`src/rtl/seq_detect_scheduler_pkg.sv`:
```
// Shared types for the multi-slot serial sequence detector: FSM states,
// default widths and the slot-table entry layout.
package seq_detect_pkg;

    localparam int PAT_W_DEF = 8;
    localparam int LEN_W_DEF = 4;

    typedef enum logic {
        IDLE = 1'b0,
        SCAN = 1'b1
    } state_t;

    typedef struct packed {
        logic [PAT_W_DEF-1:0] pattern;
        logic [LEN_W_DEF-1:0] len;
        logic                 en;
    } slot_t;

endpackage

```
`src/rtl/seq_detect_scheduler_if.sv`:
```
// Configuration, serial-bit handshake and match-report bundle of the
// sequence detect scheduler.
interface seq_detect_scheduler_if #(
    parameter int NUM_SLOTS = 4,
    parameter int PAT_W     = 8,
    parameter int LEN_W     = 4
);
    logic                         cfg_we;
    logic [$clog2(NUM_SLOTS)-1:0] cfg_slot;
    logic [PAT_W-1:0]             cfg_pattern;
    logic [LEN_W-1:0]             cfg_len;
    logic                         cfg_en;
    logic                         cfg_clr;
    logic                         bit_valid;
    logic                         bit_in;
    logic                         bit_ready;
    logic                         match_valid;
    logic [NUM_SLOTS-1:0]         match_vec;
    logic                         match_any;
    logic [7:0]                   match_cnt;

    modport master (
        output cfg_we, cfg_slot, cfg_pattern, cfg_len, cfg_en, cfg_clr,
        output bit_valid, bit_in,
        input  bit_ready, match_valid, match_vec, match_any, match_cnt
    );

    modport slave (
        input  cfg_we, cfg_slot, cfg_pattern, cfg_len, cfg_en, cfg_clr,
        input  bit_valid, bit_in,
        output bit_ready, match_valid, match_vec, match_any, match_cnt
    );
endinterface

```
`src/rtl/seq_match_cmp.sv`:
```
// Combinational masked comparator: compares the newest len history bits
// against one slot pattern, guarded by enable, length range and fill level.
module seq_match_cmp #(
    parameter int PAT_W  = 8,
    parameter int LEN_W  = 4,
    parameter int FILL_W = 4
) (
    input  logic [PAT_W-1:0]  hist,
    input  logic [PAT_W-1:0]  pattern,
    input  logic [LEN_W-1:0]  len,
    input  logic [FILL_W-1:0] fill,
    input  logic              en,
    output logic              hit
);
    logic [PAT_W-1:0] mask;
    logic             len_ok;

    always_comb begin
        mask = '0;
        for (int i = 0; i < PAT_W; i++) begin
            mask[i] = (i < int'(len));
        end
        // A zero or oversized length never matches; too few bits seen yet never matches.
        len_ok = (len != '0) && (int'(len) <= PAT_W) && (int'(fill) >= int'(len));
        hit    = en && len_ok && (((hist ^ pattern) & mask) == '0);
    end
endmodule

```
`src/rtl/seq_detect_scheduler.sv`:
```
// Time-shares one masked comparator over NUM_SLOTS pattern slots: each accepted
// bit triggers a fixed NUM_SLOTS-cycle scan, then a one-cycle match report.
module seq_detect_scheduler
    import seq_detect_pkg::*;
#(
    parameter int NUM_SLOTS = 4,
    parameter int PAT_W     = PAT_W_DEF,
    parameter int LEN_W     = LEN_W_DEF
) (
    input  logic                 clk,
    input  logic                 rst,
    seq_detect_scheduler_if.slave bus
);
    localparam int                IDX_W    = $clog2(NUM_SLOTS);
    localparam int                FILL_W   = $clog2(PAT_W + 1);
    localparam logic [FILL_W-1:0] FILL_MAX = FILL_W'(PAT_W);
    localparam logic [IDX_W-1:0]  IDX_LAST = IDX_W'(NUM_SLOTS - 1);

    state_t               state_q, state_d;
    logic [PAT_W-1:0]     hist_q, hist_d;
    logic [FILL_W-1:0]    fill_q, fill_d;
    logic [IDX_W-1:0]     idx_q, idx_d;
    logic [NUM_SLOTS-1:0] scratch_q, scratch_d;
    logic                 match_valid_q, match_valid_d;
    logic [NUM_SLOTS-1:0] match_vec_q, match_vec_d;
    logic                 match_any_q, match_any_d;
    logic [7:0]           match_cnt_q, match_cnt_d;
    slot_t                slot_tbl_q [NUM_SLOTS];
    slot_t                slot_tbl_d [NUM_SLOTS];

    slot_t cur_slot;
    logic  hit;

    // The comparator always sees the registered entry, so a same-cycle write lands on later scans.
    assign cur_slot = slot_tbl_q[idx_q];

    seq_match_cmp #(
        .PAT_W  (PAT_W),
        .LEN_W  (LEN_W),
        .FILL_W (FILL_W)
    ) u_cmp (
        .hist    (hist_q),
        .pattern (cur_slot.pattern),
        .len     (cur_slot.len),
        .fill    (fill_q),
        .en      (cur_slot.en),
        .hit     (hit)
    );

    always_comb begin
        // NOTE: every _d gets its hold value first so no path through this block infers a latch.
        state_d       = state_q;
        hist_d        = hist_q;
        fill_d        = fill_q;
        idx_d         = idx_q;
        scratch_d     = scratch_q;
        match_valid_d = 1'b0;
        match_vec_d   = match_vec_q;
        match_any_d   = match_any_q;
        match_cnt_d   = match_cnt_q;
        slot_tbl_d    = slot_tbl_q;

        if (bus.cfg_we) begin
            slot_tbl_d[bus.cfg_slot] = '{pattern: bus.cfg_pattern, len: bus.cfg_len, en: bus.cfg_en};
        end

        case (state_q)
            IDLE: begin
                if (bus.bit_valid) begin
                    hist_d    = {hist_q[PAT_W-2:0], bus.bit_in};
                    fill_d    = (fill_q == FILL_MAX) ? fill_q : fill_q + 1'b1;
                    idx_d     = '0;
                    scratch_d = '0;
                    state_d   = SCAN;
                end
            end
            SCAN: begin
                scratch_d[idx_q] = hit;
                if (idx_q == IDX_LAST) begin
                    match_vec_d   = scratch_d;
                    match_any_d   = |scratch_d;
                    match_valid_d = 1'b1;
                    if ((|scratch_d) && (match_cnt_q != 8'hFF)) begin
                        match_cnt_d = match_cnt_q + 8'd1;
                    end
                    state_d = IDLE;
                end else begin
                    idx_d = idx_q + 1'b1;
                end
            end
            default: state_d = IDLE;
        endcase

        // Clear wins over acceptance and scan; the last reported result survives it.
        if (bus.cfg_clr) begin
            hist_d        = '0;
            fill_d        = '0;
            idx_d         = '0;
            scratch_d     = '0;
            state_d       = IDLE;
            match_valid_d = 1'b0;
            match_vec_d   = match_vec_q;
            match_any_d   = match_any_q;
            match_cnt_d   = match_cnt_q;
        end
    end

    // NOTE: the slot table is reset too, so every slot starts disabled rather than holding X.
    always_ff @(posedge clk or posedge rst) begin
        if (rst) begin
            state_q       <= IDLE;
            hist_q        <= '0;
            fill_q        <= '0;
            idx_q         <= '0;
            scratch_q     <= '0;
            match_valid_q <= 1'b0;
            match_vec_q   <= '0;
            match_any_q   <= 1'b0;
            match_cnt_q   <= '0;
            slot_tbl_q    <= '{default: '0};
        end else begin
            // NOTE: non-blocking updates keep every flop sampling the pre-edge values.
            state_q       <= state_d;
            hist_q        <= hist_d;
            fill_q        <= fill_d;
            idx_q         <= idx_d;
            scratch_q     <= scratch_d;
            match_valid_q <= match_valid_d;
            match_vec_q   <= match_vec_d;
            match_any_q   <= match_any_d;
            match_cnt_q   <= match_cnt_d;
            slot_tbl_q    <= slot_tbl_d;
        end
    end

    assign bus.bit_ready   = (state_q == IDLE);
    assign bus.match_valid = match_valid_q;
    assign bus.match_vec   = match_vec_q;
    assign bus.match_any   = match_any_q;
    assign bus.match_cnt   = match_cnt_q;
endmodule

```
`src/flat_wrapper.sv`:
```
// flat-port wrapper written by rule: the top's interface ports become plain ports
module seq_detect_scheduler_flat import seq_detect_pkg::*;
#(
    parameter int NUM_SLOTS = 4,
    parameter int PAT_W     = PAT_W_DEF,
    parameter int LEN_W     = LEN_W_DEF
)
  (clk, rst, bus_cfg_we, bus_cfg_slot, bus_cfg_pattern, bus_cfg_len, bus_cfg_en, bus_cfg_clr, bus_bit_valid, bus_bit_in, bus_bit_ready, bus_match_valid, bus_match_vec, bus_match_any, bus_match_cnt);
  seq_detect_scheduler_if #(.NUM_SLOTS(NUM_SLOTS), .PAT_W(PAT_W), .LEN_W(LEN_W)) bus_i ();
  input  logic clk;
  input  logic rst;
  input wire logic [$bits(bus_i.cfg_we)-1:0] bus_cfg_we;
  input wire logic [$bits(bus_i.cfg_slot)-1:0] bus_cfg_slot;
  input wire logic [$bits(bus_i.cfg_pattern)-1:0] bus_cfg_pattern;
  input wire logic [$bits(bus_i.cfg_len)-1:0] bus_cfg_len;
  input wire logic [$bits(bus_i.cfg_en)-1:0] bus_cfg_en;
  input wire logic [$bits(bus_i.cfg_clr)-1:0] bus_cfg_clr;
  input wire logic [$bits(bus_i.bit_valid)-1:0] bus_bit_valid;
  input wire logic [$bits(bus_i.bit_in)-1:0] bus_bit_in;
  output wire logic [$bits(bus_i.bit_ready)-1:0] bus_bit_ready;
  output wire logic [$bits(bus_i.match_valid)-1:0] bus_match_valid;
  output wire logic [$bits(bus_i.match_vec)-1:0] bus_match_vec;
  output wire logic [$bits(bus_i.match_any)-1:0] bus_match_any;
  output wire logic [$bits(bus_i.match_cnt)-1:0] bus_match_cnt;
  assign bus_i.cfg_we = bus_cfg_we;
  assign bus_i.cfg_slot = bus_cfg_slot;
  assign bus_i.cfg_pattern = bus_cfg_pattern;
  assign bus_i.cfg_len = bus_cfg_len;
  assign bus_i.cfg_en = bus_cfg_en;
  assign bus_i.cfg_clr = bus_cfg_clr;
  assign bus_i.bit_valid = bus_bit_valid;
  assign bus_i.bit_in = bus_bit_in;
  assign bus_bit_ready = bus_i.bit_ready;
  assign bus_match_valid = bus_i.match_valid;
  assign bus_match_vec = bus_i.match_vec;
  assign bus_match_any = bus_i.match_any;
  assign bus_match_cnt = bus_i.match_cnt;
  seq_detect_scheduler #(.NUM_SLOTS(NUM_SLOTS), .PAT_W(PAT_W), .LEN_W(LEN_W)) u_core (.clk(clk), .rst(rst), .bus(bus_i));
endmodule
```
`config.mk`:
```
export PLATFORM = sky130hd
export DESIGN_NAME = seq_detect_scheduler_flat
export DESIGN_NICKNAME = d
export VERILOG_FILES = /design/src/rtl/seq_detect_scheduler_pkg.sv /design/src/rtl/seq_detect_scheduler_if.sv /design/src/rtl/seq_match_cmp.sv /design/src/rtl/seq_detect_scheduler.sv /design/src/flat_wrapper.sv
export SDC_FILE = /design/constraint.sdc
export NUM_CORES = 1
export LEC_CHECK = 0
export BUFFER_PORTS_ARGS = -buffer_cell sky130_fd_sc_hd__buf_2
export CAP_MARGIN = 25
export CORE_MARGIN = 1.5
export CORE_UTILIZATION = 64
export DETAILED_ROUTE_END_ITERATION = 8
export GPL_TIMING_DRIVEN = 0
export PLACE_DENSITY = 0.85
export SKIP_CTS_REPAIR_TIMING = 1
export SLEW_MARGIN = 5
export SYNTH_ARGS = -nofsm -noshare
export SYNTH_HDL_FRONTEND = slang
export SYNTH_HIERARCHICAL = 1
export SYNTH_SLANG_ARGS = --single-unit
export TNS_END_PERCENT = 10
```
`constraint.sdc`:
```
create_clock -name clk -period 5.35 [get_ports clk]
set_clock_uncertainty 0.05 [all_clocks]
set_input_delay 0.8025 -clock clk [delete_from_list [all_inputs] [get_ports clk]]
set_output_delay 0.8025 -clock clk [all_outputs]
set_load 0.05 [all_outputs]
```
Yosys cells after proc, flatten, opt, wreduce, memory -nomap -nowiden
Index checks and enable logic that the tools add are counted.

Register bits after elaboration: 85. Word-level logic and storage cells: 98.

Add/subtract/negate cells: 3. Order comparisons: 15. Equal/unequal tests: 7. Muxes and demuxes: 30. Bitwise operators: 6. Reduce and logical (&&, ||, !) cells: 16.

Operators by type and width (count): 52-bit bitwise mux (1); 13-bit 2-to-1 mux (3); 13-bit binary-select mux with 2-bit select (1); 13-bit demux with 2-bit select (1); 4-bit 2-to-1 mux (6); 8-bit 2-to-1 mux (3); 3-bit by 4-bit less-than comparator with 1-bit output, first input constant (4); 8-bit by 1-bit adder with 8-bit output, second input constant (1); 8-bit bitwise AND (1); 8-bit logical NOT (1); 1-bit by 4-bit less-than comparator with 1-bit output, first input constant (2); 2-bit by 4-bit less-than comparator with 1-bit output, first input constant (2); 8-bit != test, second input constant (1); 4-bit one-hot mux with 2 select lines (1); 8-bit bitwise XOR (1); 1-bit logical AND (7); 1-bit 2-to-1 mux (7); 3-bit greater-or-equal comparator, second input constant (2); 2-bit 2-to-1 mux (3); 3-bit != test, second input constant (2); 2-bit NOT with 3-bit output (2); 3-bit AND reduction (2); 4-bit by 1-bit adder with 4-bit output, second input constant (1); 4-bit bitwise mux (1); other kinds (18) (21).

Longest topological paths before layout
Word-level depth: 13. Mapped depth: 14.

By module
The synthesis kept the hierarchy.

By module, submodules not included: seq_detect_scheduler (times used 1, cells each 294, area an instance 3823.7 µm²); seq_match_cmp (times used 1, cells each 36, area an instance 259.0 µm²).

Least setup slack after synthesis
No wires, ideal clock.

Path type: reg2reg. From: reg u_core.idx_q[0]. To: reg u_core.match_cnt_q[6] (netlist: u_core/bus.match_cnt[6]). Library setup time: 128 ps. Data arrival time: 3442 ps. Path slack: 1731 ps. Stages on the path, launching flop included: 13. Buffers on the path: 3. Period minus slack after synthesis: 3619 ps. Cell sequence: dfrtp_1 buf_2 buf_2 mux4_2 xor2_1 or4_1 o21ai_1 o2111a_1 clkbuf_1 o41ai_1 a21o_4 nor4_4 mux2_1.

RTL lines: from (decl) (RTL line seq_detect_scheduler.sv:22) `logic [IDX_W-1:0] idx_q, idx_d;`; from (signal assigned) (RTL line seq_detect_scheduler.sv:126) `idx_q <= idx_d;`; to (signal assigned) (RTL line seq_detect_scheduler.sv:131) `match_cnt_q <= match_cnt_d;`; to (decl) (RTL line seq_detect_scheduler.sv:27) `logic [7:0] match_cnt_q, match_cnt_d;`.

==> results.sh <==
export IMPL_crit_path_start_kind="flop"
export IMPL_switchingPower_uw=409
export IMPL_ff_latch_area_um2=2130
export IMPL_ant_nets=0
export IMPL_worstPathArrival_ns=4.38
export IMPL_clkPwrFrac=0.323
export IMPL_grt_pass1_wl_um=13800
export IMPL_nets=409
export IMPL_finalCritPeriodShare=0.784
export IMPL_synth_top_family_by_area="multiplexers"
export IMPL_peakVddDrop_v=0.000228
export IMPL_cts_tree="done"
export IMPL_tns_ns=0
export IMPL_multi_input_area_um2=1840
export IMPL_synth_warning_count=6
export IMPL_synthesis_nets=362
export IMPL_dp_hpwl_um=5760
export IMPL_slew_headroom=0.574
export IMPL_die_w_um=82.9
export IMPL_initial_core_util=0.678
export IMPL_port_buffers=35
export IMPL_avgSynthCellArea_um2=12.4
export IMPL_rsz0062_at_grt="false"
export IMPL_comb_power_share=0.181
export IMPL_drt_drc_violations_left=0
export IMPL_ys_seq_area_frac=0.521
export IMPL_finalMaxSlewViolations=0
export IMPL_worstPathMaxFanout=10
export IMPL_p_seq_frac=0.495
export IMPL_synthXorXnorAreaFrac=0.0322
export IMPL_coreArea_um2=6030
export IMPL_ios=36
export IMPL_crit_type="reg -> reg"
export IMPL_diodes=0
export IMPL_drive_above_1_share=0.332
export IMPL_final_util=0.764
export IMPL_overflow=0
export IMPL_dieArea_um2=6870
export IMPL_finalCriticalPeriod_ns=4.20
export IMPL_track_usage=0.258
export IMPL_clk_latency_ns=0.35
export IMPL_clk_path_buf_depth=2
export IMPL_hold_viol_final=0
export IMPL_clock_sinks=85
export IMPL_synth_cells=330
export IMPL_wire_per_inst_um=18.3
export IMPL_final_setup_viol_count=0
export IMPL_drt_iter0_drc=259
export IMPL_fill_cells=400
export IMPL_cts_buffers=9
export IMPL_fmaxAchievable_mhz=238
export IMPL_leakagePower_uw=0.00204
export IMPL_cts_reportedPaths_clkPinSlew_ns=0.08
export IMPL_status="finished clean"
export IMPL_synth_compound_area_share=0.0588
export IMPL_route_final_wire_length_um=8360
export IMPL_vias_per_cell=6.14
export IMPL_grt_max_degree=50
export IMPL_dr_pass1_iters=5
export IMPL_yosys_area_share_simple=0.101
export IMPL_synth_mux_area_frac=0.226
export IMPL_worst_setup_path_end_kind="flop"
export IMPL_clock_root_buffer="clkbuf_8"
export IMPL_pwr_density_cell_nw_per_um2=336
export IMPL_die_h_um=82.9
export IMPL_synthAdderAreaFrac=0.0337
export IMPL_p_int_uw=1140
export IMPL_ys_types=41
export IMPL_worstPathRequired_ns=5.54
export IMPL_drv_cap=0
export IMPL_hold_path_class="in -> async"
export IMPL_syn_cell_area_um2=4080
export IMPL_gp_congestion=0.826
export IMPL_dr_total_vias=2805
export IMPL_worst_pin_slew_ns=0.639
export IMPL_ctsHtreeMaxLevel=3
export IMPL_grt_pass1_vias=2771
export IMPL_ys_ff_latch=85
export IMPL_antenna_found_initial=0
export IMPL_switching_share=0.264
export IMPL_row_count=28
export IMPL_areaGrowthSynthToFinish_pct=12.8
registers in the layout, summed over array words and instances, names as in the netlist:
register / cells
u_core/bus.match_cnt: 8
u_core/fill_q: 4
u_core/idx_q: 2
u_core/scratch_q: 4
u_core/bus.match_valid: 1
u_core/slot_tbl_q: 52
u_core/state_q: 1
u_core/bus.match_any: 1
u_core/bus.match_vec: 4
u_core/hist_q: 8
worst paths after layout:
path                       slack (ns)  cells past startpoint            startpoint                 endpoint
setup / recovery                 1.15                     13       u_core/idx_q[0]  u_core/bus.match_cnt[6]
hold / removal                   0.43                      2                   rst     u_core/bus.match_any
setup reg to reg                 1.15                     13       u_core/idx_q[0]  u_core/bus.match_cnt[6]
hold reg to reg                  0.43                      2  u_core/bus.match_any     u_core/bus.match_any
max in group asynchronous        4.23                      3                   rst    u_core/slot_tbl_q[19]
min in group clk                 0.43                      2  u_core/bus.match_any     u_core/bus.match_any
cell families (layout without fill, tap and decap cells):
| kind of cell | Yosys count | count (layout) |
|---|---|---|
| multiplexers | 69 | 69 |
| XOR/XNOR | 15 | 15 |
| adder cells (fa/ha/maj) | 11 | 11 |
| AO/OA/AOI/OAI | 40 | 40 |
| buffers and inverters | 26 | 78 |
| AND/OR/NAND/NOR | 84 | 84 |
| flip-flops | 85 | 85 |
cell usage in the layout, fill, tap and decap left out, types with 5 or more instances in the layout:
cell type   n
nand2_1    34
ha_1       11
buf_2      38
nor2b_1     5
o21ai_0    10
mux2_2     53
nor2_1     17
clkbuf_1    6
dfrtp_1    85
xor2_1     11
clkbuf_8   10
a21oi_1    19
mux4_2     13
nand3_1     8
inv_1      12
worst max-delay path, cell delays in order, from the launching register on:
cell	delay, ns
dfrtp_1	0.38
buf_2	0.23
buf_2	0.38
mux4_2	0.61
or3_1	0.42
nand2_1	0.08
o211ai_1	0.10
nor4_1	0.23
o2111a_1	0.23
clkbuf_1	0.34
o41ai_1	0.17
a21o_4	0.29
nor4_4	0.21
mux2_1	0.34
cell usage after synthesis, drive strengths merged:
library cell / instances / area share
nor2: 17 / 0.016
or3: 1 / 0.0015
mux2: 55 / 0.15
buf: 8 / 0.011
or2: 2 / 0.0031
nand3b: 3 / 0.0055
a21oi: 20 / 0.025
mux2i: 1 / 0.0025
or4: 1 / 0.0018
nand2b: 1 / 0.0015
nor2b: 5 / 0.0077
o21ai: 11 / 0.013
ha: 11 / 0.034
nand2: 34 / 0.031
o21a: 1 / 0.0018
a22oi: 1 / 0.0018
nor4: 4 / 0.011
o211ai: 3 / 0.0055
o41ai: 1 / 0.0021
o2111a: 1 / 0.0028
a2111oi: 1 / 0.0021
nand3: 8 / 0.0098
inv: 13 / 0.012
xor2: 11 / 0.024
dfrtp: 85 / 0.52
mux4: 13 / 0.072
nor3: 3 / 0.0037
nor3b: 1 / 0.0018
nand4: 4 / 0.0061
clkbuf: 5 / 0.0046
a21o: 1 / 0.0037
xnor2: 4 / 0.0086
routing by layer:
layer,vias up,routed length [µm],share of wire,track usage
met3,15,424,0.051,0.0467
met1,1410,3650,0.44,0.340
met4,0,125,0.015,0.108
met5,-,0,0,0
li1,1271,-,-,-
met2,109,4170,0.50,0.427
cell type report:
cell class	instances	share of cell area
tap	75	0.0204
buffer	13	0.0139
clock buffer	11	0.0307
timing repair buffer	36	0.0440
inverter	13	0.0111
multi-input combinational	219	0.400
sequential	85	0.462
clock inverter	5	0.0179
power groups by stage:
stage                     registers [µW]  logic (µW)  clock network [µW]
after floorplan                      774         202                   0
after global routing                 776         304                 534
final                                767         281                 500
after detailed placement             778         277                   0
after global placement               772         259                   0
after CTS                            766         280                 508
stage by stage:
stage / instance area [µm²] / hold WS, ns / std cells / setup slack (ns) / power (µW)
after floorplan: 4080 / 0.424 / 330 / 1.73 / 976
after global placement: 4350 / 0.404 / 440 / 1.30 / 1030
after detailed placement: 4380 / 0.412 / 441 / 1.24 / 1060
after CTS: 4610 / 0.432 / 457 / 1.22 / 1550
after global routing: 4610 / 0.455 / 457 / 0.936 / 1610
final: 4610 / 0.427 / 457 / 1.15 / 1550
(Power assumes the default switching activity.)
